File: src/rtl/zjh_seg_pkg.sv
// Shared types and constants for the seven-segment scanner.
// Holds the scan state enum, the 4511-style segment patterns and the
// helpers that map a digit number onto its nibble inside the BCD word.
package zjh_seg_pkg;

    typedef enum logic {
        BLANK = 1'b0,
        SHOW  = 1'b1
    } state_t;

    // All segments off; used for the inter-digit gap and non-BCD codes.
    localparam logic [6:0] SEG_BLANK = 7'h00;

    // Segment patterns {a,b,c,d,e,f,g} for digits 0..9.
    localparam logic [6:0] SEG_PATTERNS [0:9] = '{
        7'h7E, 7'h30, 7'h6D, 7'h79, 7'h33,
        7'h5B, 7'h1F, 7'h70, 7'h7F, 7'h73
    };

    // Bit position of the least significant bit of digit i's nibble.
    function automatic int nibble_lsb(input int i);
        return 4 * i;
    endfunction

    // Bit position of the most significant bit of digit i's nibble.
    function automatic int nibble_msb(input int i);
        return 4 * i + 3;
    endfunction

endpackage

File: src/rtl/zjh_bcd_to_seg.sv
// Combinational BCD to seven-segment decoder, 4511 compatible:
// codes 10..15 turn every segment off instead of showing a glyph.
module zjh_bcd_to_seg
    import zjh_seg_pkg::*;
(
    input  logic [3:0] bcd,
    output logic [6:0] seg
);

    // Look up the pattern for valid BCD, blank anything above 9.
    always_comb begin
        seg = SEG_BLANK;
        if (bcd < 4'd10) begin
            seg = SEG_PATTERNS[bcd];
        end
    end

endmodule

File: src/rtl/zjh_seg_scan.sv
// Multiplexed common-cathode seven-segment scanner.
// A load strobe captures bcd_in into a pending buffer; the pending word is
// moved into the active (displayed) buffer only at the frame wrap, so a
// frame never mixes old and new digits. Each digit is lit SCAN_DIV cycles
// followed by a single blank cycle to suppress ghosting.
// Optional build macro: ZJH_SEG_LZB_EN enables leading-zero blanking.
module zjh_seg_scan
    import zjh_seg_pkg::*;
#(
    parameter int DIGITS   = 4,
    parameter int SCAN_DIV = 1000
) (
    input  logic                  Clk,
    input  logic                  MR,
    input  logic [4*DIGITS-1:0]   bcd_in,
    input  logic                  load,
    output logic [6:0]            seg,
    output logic [DIGITS-1:0]     dig_en,
    output logic                  frame_done
);

    localparam int IDX_W = (DIGITS > 1) ? $clog2(DIGITS) : 1;
    localparam int CNT_W = (SCAN_DIV > 1) ? $clog2(SCAN_DIV) : 1;
    localparam logic [IDX_W-1:0] IDX_LAST = IDX_W'(DIGITS - 1);
    localparam logic [CNT_W-1:0] CNT_LAST = CNT_W'(SCAN_DIV - 1);

    state_t                state_reg, state_next;
    logic [IDX_W-1:0]      idx_reg, idx_next;
    logic [CNT_W-1:0]      cnt_reg, cnt_next;
    logic [4*DIGITS-1:0]   pending_reg;
    logic [4*DIGITS-1:0]   active_reg, active_next;
    logic [6:0]            seg_reg, seg_next;
    logic [DIGITS-1:0]     dig_en_reg, dig_en_next;
    logic                  frame_done_reg, frame_done_next;

    logic [3:0]            digit_val [DIGITS];
    logic [DIGITS-1:0]     digit_onehot;
    logic [6:0]            dec_seg;
    logic                  lz_blank;

    // Split the active word into digits and decode the scan index.
    generate
        for (genvar gi = 0; gi < DIGITS; gi++) begin : g_digit
            assign digit_val[gi]    = active_reg[nibble_lsb(gi) +: 4];
            assign digit_onehot[gi] = (idx_reg == IDX_W'(gi));
        end
    endgenerate

`ifdef ZJH_SEG_LZB_EN
    // zero_above[i] is set when digit i and every higher digit are zero.
    logic [DIGITS:0]   zero_above;
    logic [DIGITS-1:0] lz_digit;
    assign zero_above[DIGITS] = 1'b1;
    generate
        for (genvar gi = 0; gi < DIGITS; gi++) begin : g_lzb
            assign zero_above[gi] = (digit_val[gi] == 4'd0) && zero_above[gi+1];
            // Digit 0 is always decoded so a zero value still reads "0".
            if (gi == 0) begin : g_first
                assign lz_digit[gi] = 1'b0;
            end else begin : g_upper
                assign lz_digit[gi] = zero_above[gi];
            end
        end
    endgenerate
    assign lz_blank = |(lz_digit & digit_onehot);
`else
    assign lz_blank = 1'b0;
`endif

    // The active buffer only changes on the edge into BLANK, so whenever the
    // next state is SHOW this decode already reflects the next cycle's digit.
    zjh_bcd_to_seg u_dec (
        .bcd (digit_val[idx_reg]),
        .seg (dec_seg)
    );

    // Next-state, counter, buffer transfer and registered-output logic.
    always_comb begin
        state_next      = state_reg;
        idx_next        = idx_reg;
        cnt_next        = cnt_reg;
        active_next     = active_reg;
        frame_done_next = 1'b0;
        seg_next        = SEG_BLANK;
        dig_en_next     = '0;

        unique case (state_reg)
            BLANK: begin
                state_next = SHOW;
                cnt_next   = '0;
            end
            SHOW: begin
                if (cnt_reg == CNT_LAST) begin
                    state_next = BLANK;
                    cnt_next   = '0;
                    if (idx_reg == IDX_LAST) begin
                        idx_next        = '0;
                        frame_done_next = 1'b1;
                        // A load on the wrap edge goes straight to the display.
                        active_next     = load ? bcd_in : pending_reg;
                    end else begin
                        idx_next = idx_reg + 1'b1;
                    end
                end else begin
                    cnt_next = cnt_reg + 1'b1;
                end
            end
            default: begin
                state_next = BLANK;
            end
        endcase

        // Segments and enable are derived together so they always switch as a pair.
        if (state_next == SHOW) begin
            seg_next    = lz_blank ? SEG_BLANK : dec_seg;
            dig_en_next = digit_onehot;
        end
    end

    // Scanner state, counters and registered outputs.
    always_ff @(posedge Clk) begin
        if (MR) begin
            state_reg      <= BLANK;
            idx_reg        <= '0;
            cnt_reg        <= '0;
            active_reg     <= '0;
            seg_reg        <= SEG_BLANK;
            dig_en_reg     <= '0;
            frame_done_reg <= 1'b0;
        end else begin
            state_reg      <= state_next;
            idx_reg        <= idx_next;
            cnt_reg        <= cnt_next;
            active_reg     <= active_next;
            seg_reg        <= seg_next;
            dig_en_reg     <= dig_en_next;
            frame_done_reg <= frame_done_next;
        end
    end

    // Pending buffer: captures bcd_in on any load strobe.
    always_ff @(posedge Clk) begin
        if (MR) begin
            pending_reg <= '0;
        end else if (load) begin
            pending_reg <= bcd_in;
        end
    end

    assign seg        = seg_reg;
    assign dig_en     = dig_en_reg;
    assign frame_done = frame_done_reg;

endmodule

File: config.mk
export PLATFORM = sky130hd
export DESIGN_NAME = zjh_seg_scan
export DESIGN_NICKNAME = d
export VERILOG_FILES = /design/src/rtl/zjh_seg_pkg.sv /design/src/rtl/zjh_bcd_to_seg.sv /design/src/rtl/zjh_seg_scan.sv
export SDC_FILE = /design/constraint.sdc
export NUM_CORES = 1
export LEC_CHECK = 0
export ABC_AREA = 1
export CAP_MARGIN = 20
export CORE_MARGIN = 2
export CORE_UTILIZATION = 55
export DETAILED_ROUTE_END_ITERATION = 8
export GPL_ROUTABILITY_DRIVEN = 0
export PLACE_DENSITY = 0.77
export SETUP_SLACK_MARGIN = 0.2
export SLEW_MARGIN = 40
export SYNTH_ARGS = -nofsm -noshare
export SYNTH_HDL_FRONTEND = slang
export SYNTH_SLANG_ARGS = --single-unit
File: constraint.sdc
create_clock -name Clk -period 1.74 [get_ports Clk]
set_input_delay 0.348 -clock Clk [delete_from_list [all_inputs] [get_ports Clk]]
set_output_delay 0.348 -clock Clk [all_outputs]
set_load 0.01 [all_outputs]
==> results of run 1 <==
area by class of cell:
type	count	area share [%]
inverter	54	6.41
sequential	57	34.6
timing repair buffer	38	13.3
clock inverter	2	1.06
multi-input combinational	217	37.5
clock buffer	14	5.20
tap	54	2.03
worst max-delay path, cell delays in order, from the launching register on:
cell,delay [ns]
dfxtp_1,0.33
ha_2,0.17
nand2_1,0.08
nor2_2,0.15
nand4_1,0.18
nand2_2,0.20
inv_2,0.07
nand2_4,0.09
nor2_1,0.05
cells in the mapped netlist:
library cell | count | area, µm²
buf_1 | 1 | 3.75
nor3_1 | 3 | 15.0
buf_2 | 1 | 5.00
buf_8 | 1 | 15.0
dfxtp_1 | 57 | 1140
nand2_1 | 74 | 278
o21a_1 | 16 | 120
clkbuf_1 | 6 | 22.5
buf_6 | 3 | 33.8
clkinv_1 | 1 | 3.75
xor2_1 | 2 | 17.5
nand3_1 | 16 | 80.1
nor2_2 | 2 | 12.5
or2_0 | 1 | 6.26
o21ai_0 | 3 | 15.0
inv_4 | 2 | 12.5
ha_1 | 10 | 125
a21oi_1 | 12 | 60.1
and3_1 | 1 | 6.26
nand4_1 | 2 | 12.5
nor2_1 | 37 | 139
inv_2 | 4 | 15.0
nand3_2 | 15 | 150
nand2_4 | 4 | 45.0
nand2_2 | 6 | 37.5
inv_1 | 47 | 176
a21oi_2 | 12 | 105
xnor2_1 | 1 | 8.76
per-stage QoR:
step	setup slack, ns	instance area (µm²)	instances	util [%]
after global placement	0.198	3050	418	64.9
after global routing	0.153	3320	436	70.8
after detailed placement	0.132	3050	418	64.9
after CTS	0.212	3250	434	69.4
final	0.292	3320	436	70.8
after floorplan	0.237	2660	340	-
cells by family after synthesis:
family | Yosys count | synth area share (%)
XOR/XNOR | 3 | 0.987
AO/OA/AOI/OAI | 43 | 11.3
buffers and inverters | 66 | 10.8
AND/OR/NAND/NOR | 161 | 29.4
flip-flops | 57 | 42.9
adder cells (fa/ha/maj) | 10 | 4.70
worst paths after layout:
path,end,slack (ns)
worst max-delay path,seg[6],0.29
worst min-delay path,cnt_reg[9],0.47
worst max register to register,seg[6],0.29
worst min register to register,cnt_reg[9],0.47
routing by layer:
metal  track usage [%]  vias up
met5                 0        -
met4              8.48        0
met3              6.17       11
met2              29.2       46
met1              26.1      935
li1                  -     1133
what timing repair did:
action	CTS	global route
pin swaps	0	4
setup endpoints to repair	6	38
setup buffers	0	2
gates resized for setup	1	21
where the power goes:
part,switching [µW],total (µW),internal (µW),leakage [µW]
logic,94.1,194,99.9,0.00101
clock network,504,1280,777,0.000107
registers,10.5,1350,1340,0.000468
==> metrics.cfg, run 1 <==
[status]
status = finished, final reports clean

[power_and_ir_drop]
ir_drop_mv = 0.508
p_leak_uw = 0.00158
powerDensity_nw_per_um2 = 852
p_total_uw = 2830

[drt]
wl_met2_mm = 2.14
wl_mm = 4.70
wl_met3_um = 217
wl_per_cell_um = 10.8
highest_layer = met4
drt_pass1_iterations = 4
drt_iter0_drc = 101
postRouteAntennaNets = 0
routed_via_density = 4.87
remaining_drc_errors = 0
dr_total_vias = 2125
wl_met1_mm = 2.25

[global_routing]
overflow = 0
track_usage_pct = 19.6
grt_max_degree = 35
antenna_found_initial = 0
grt_pass1_wl_mm = 8.13
grt_pass1_vias = 1907

[timing]
rsz0062_at_grt = false
hold_viol_final = 0
setup_viol = 0
fin_skew_ns = 0.00784
report.final.slew_viol_count = 0
fmax_mhz = 691
holdWs_ns = 0.466
fin_crit_sh_pct = 83.2
relSlewSlack_pct = 85.5
worst_pin_slew_ns = 0.216
fin_crit_ns = 1.45
setup-tns-final_ns = 0

[clock_tree]
ctsHoldBuffers = 0
cts.reportedPaths.clkPinSlew_ns = 0.06
root_buffer = clkbuf_8
clk_path_buf_depth = 2
cts-buffers-inserted = 9
htree_levels = 3
cts.sinks = 57
cts_tree = done
clk_latency_ns = 0.34

[die]
die_w_um = 73.6
io_pins = 31
die_area_um2 = 5410
die_h_um = 73.6
initial_utilization_pct = 56.7
core_area_um2 = 4690
placementRows = 25

[logic_synthesis]
yosys_warnings = 0
synth.distinct_cells = 28
netlist_area_um2 = 2660
ys_ff_latch = 57
synth.avg_cell_area_um2 = 7.83
ys_seq_area_share_pct = 42.9
syn_inst = 340
synth_fp_nets = 369

[critical_path]
rr_worst_depth = 8
cp.arrival_ns = 1.68
required_ns = 1.97
path_class = register to register
crit_path_max_fanout = 7
startpoint = cnt_reg[1]
setup.worst_path.start_class = register
r2r-start = cnt_reg[1]
cp-end-kind = register

[final_layout]
fillers = 376
layout-drive-gt1-share_pct = 19.4
final_common_cell = nand2_1
nets = 406
multiInputGateArea_um2 = 1240
final_cell_mix = nand2_1, dfxtp_1, inv_1
register_area_um2 = 1150
antennaDiodeCount = 0
syn_to_final_growth_pct = 24.7

[placed_design]
post-dp-hpwl_mm = 3.17
port_buffers = 30

[min_path]
hold_depth = 2
holdCritStartpoint = cnt_reg[9]
hp-class = register to register

[run]
cap_violations = 0

(Power assumes the default switching activity.)
==> run 2, diff against run 1 <==
Settings changed: CORE_UTILIZATION 55 to 50, PLACE_DENSITY 0.77 to 0.73.
Clock period 1.74 ns to 1.2 ns, I/O delays scaled along.
==> run 2 against run 1 <==
Net effect: the run now ends with setup timing left; combinational power is 81% higher; fmax is 1.2% higher; flip-flop and latch count stayed put; via count is 15% higher; non-clock buffer count is 46 higher; sequential share of layout area is 5.5 points lower; highest routed layer unchanged.
==> metrics.cfg, run 2 (synthesis results as in run 1) <==
[global_routing]
grt_max_degree = 17  ; -51%
grt_pass1_vias = 2394  ; +26%
grt_pass1_wl_mm = 10.6  ; +30%
overflow = 0  ; unchanged
antenna_found_initial = 0  ; unchanged
track_usage_pct = 22.6  ; +3.0 points

[timing]
fin_crit_sh_pct = 119  ; +36 points
fin_crit_ns = 1.43  ; -0.0168 ns
relSlewSlack_pct = 80.6  ; -5.0 points
finalWorstSetupSlack_ns = -0.231  ; -0.523 ns
fmax_mhz = 699  ; +1.2%
report.final.slew_viol_count = 0  ; unchanged
setup_viol = 41  ; +41
hold_viol_final = 0  ; unchanged
fin_skew_ns = 0.00969  ; +0.00185 ns
worst_pin_slew_ns = 0.291  ; +0.0748 ns
rsz0062_at_grt = true

[final_layout]
finalInstanceArea_um2 = 3980  ; +20%
register_area_um2 = 1160  ; +0.87%
fillers = 348  ; -7.4%
syn_to_final_growth_pct = 49.6
antennaDiodeCount = 0  ; unchanged
multiInputGateArea_um2 = 1560  ; +25%
layout-drive-gt1-share_pct = 45.3  ; +26 points
final_cell_mix = nand2_1, dfxtp_1, inv_1
nets = 453  ; +12%

[drt]
dr_total_vias = 2446  ; +15%
routed_via_density = 4.91  ; +0.78%
wl_mm = 6.70  ; +43%
remaining_drc_errors = 0  ; unchanged
postRouteAntennaNets = 0  ; unchanged
wl_per_cell_um = 13.5  ; +25%
drt_iter0_drc = 124  ; +23%
drt_pass1_iterations = 4  ; unchanged

[die]
initial_utilization_pct = 52.1  ; -4.6 points
placementRows = 26  ; +4.0%
die_h_um = 77.0  ; +4.6%
die_area_um2 = 5930  ; +9.5%
io_pins = 31  ; unchanged
die_w_um = 77.0  ; +4.6%
core_area_um2 = 5110  ; +8.9%

[placed_design]
port_buffers = 30  ; unchanged
post-dp-hpwl_mm = 3.71  ; +17%
place_area_um2 = 3420  ; +12%
dp_slack_ns = -0.214  ; -0.346 ns

[critical_path]
cp-end-kind = register
path_class = register to register
required_ns = 1.43  ; -0.54 ns
cp.arrival_ns = 1.66  ; -0.02 ns
startpoint = idx_reg[0]
setup.worst_path.start_class = register
r2r-start = idx_reg[0]
crit_path_max_fanout = 6  ; -1

[clock_tree]
htree_levels = 3  ; unchanged
ctsHoldBuffers = 0  ; unchanged
cts-buffers-inserted = 9  ; unchanged
root_buffer = clkbuf_8
cts_tree = done
clk_latency_ns = 0.34  ; about the same
cts.sinks = 57  ; unchanged
cts.reportedPaths.clkPinSlew_ns = 0.06  ; about the same
clk_path_buf_depth = 2  ; unchanged

[min_path]
hp-class = register to register
holdCritStartpoint = cnt_reg[9]

[power_and_ir_drop]
ir_drop_mv = 0.875  ; +72%
powerDensity_nw_per_um2 = 994  ; +17%
p_leak_uw = 0.00173  ; +9.4%

[status]
violations = setup timing
status = finished, violations left

[run]
cap_violations = 0  ; unchanged

==> run 2: changes by cell type in the layout (fill, tap and decap cells not counted), moves of 4 or more <==
cell | previous run | this run
buf_4 | 4 | 41
nand2_1 | 73 | 48
nand2_2 | 7 | 28
dlymetal6s2s_1 | 12 | 0
buf_2 | 0 | 10
buf_6 | 0 | 9
nand3_1 | 16 | 7
nand3_4 | 0 | 8
dfxtp_1 | 54 | 48
dfxtp_2 | 2 | 7
ha_1 | 9 | 5
nor2_1 | 36 | 32
==> run 2: critical path: stages (launching register included) <==
cell and delay (ns):
dfxtp_4 0.38, buf_6 0.13, buf_4 0.13, nand2_1 0.09
nand3_2 0.10, nand2_4 0.14, buf_6 0.12, nand3_4 0.06
and3_4 0.17
==> run 2: power by group <==
part | total (µW) | internal (µW) | switching (µW)
registers | 1970 | 1940 | 21.5
clock network | 1640 | 895 | 747
logic | 351 | 184 | 167
total | 3960 | 3020 | 935
==> run 2: through the flow <==
step	power [µW]	setup TNS, ns	util (%)	instances	hold WS [ns]
final	3960	-4.44	78.0	498	0.475
after global routing	4110	-6.41	78.0	498	0.496
after CTS	3950	-2.11	73.4	490	0.475
after detailed placement	2320	-6.79	67.0	469	0.458
after global placement	2310	-6.07	67.0	469	0.445
after floorplan	2170	-2.77	-	340	0.429
==> run 2: path summary, 6_finish.rpt <==
| kind | to | slack [ns] | depth (start not counted) |
|---|---|---|---|
| worst max-delay path | seg[5] | -0.23 | 8 |
| worst min-delay path | cnt_reg[9] | 0.48 | 2 |
| worst min register to register | cnt_reg[9] | 0.48 | 2 |
| worst max register to register | seg[5] | -0.23 | 8 |
==> run 2: layout make-up <==
cell class,count,share of cell area [%]
Clock inverter,3,0.377
Multi-Input combinational cell,218,39.1
Timing Repair Buffer,84,19.5
Sequential cell,57,29.1
Clock buffer,12,4.15
Inverter,54,5.56
Tap cell,70,2.20
==> run 2: timing repair <==
action                     CTS  global route
resized for setup           76            50
setup buffers                3             8
cloned                       3             0
pin swaps                   24            23
setup endpoints to repair   54            53
==> run 2: routing by layer <==
layer  vias up  routed length [µm]  global-route usage (%)
met5         -                   0                       0
met4         0                 151                    9.46
met3        17                 307                    5.29
met2        82                3400                    38.8
met1      1122                2840                    27.2
li1       1225                   -                       -
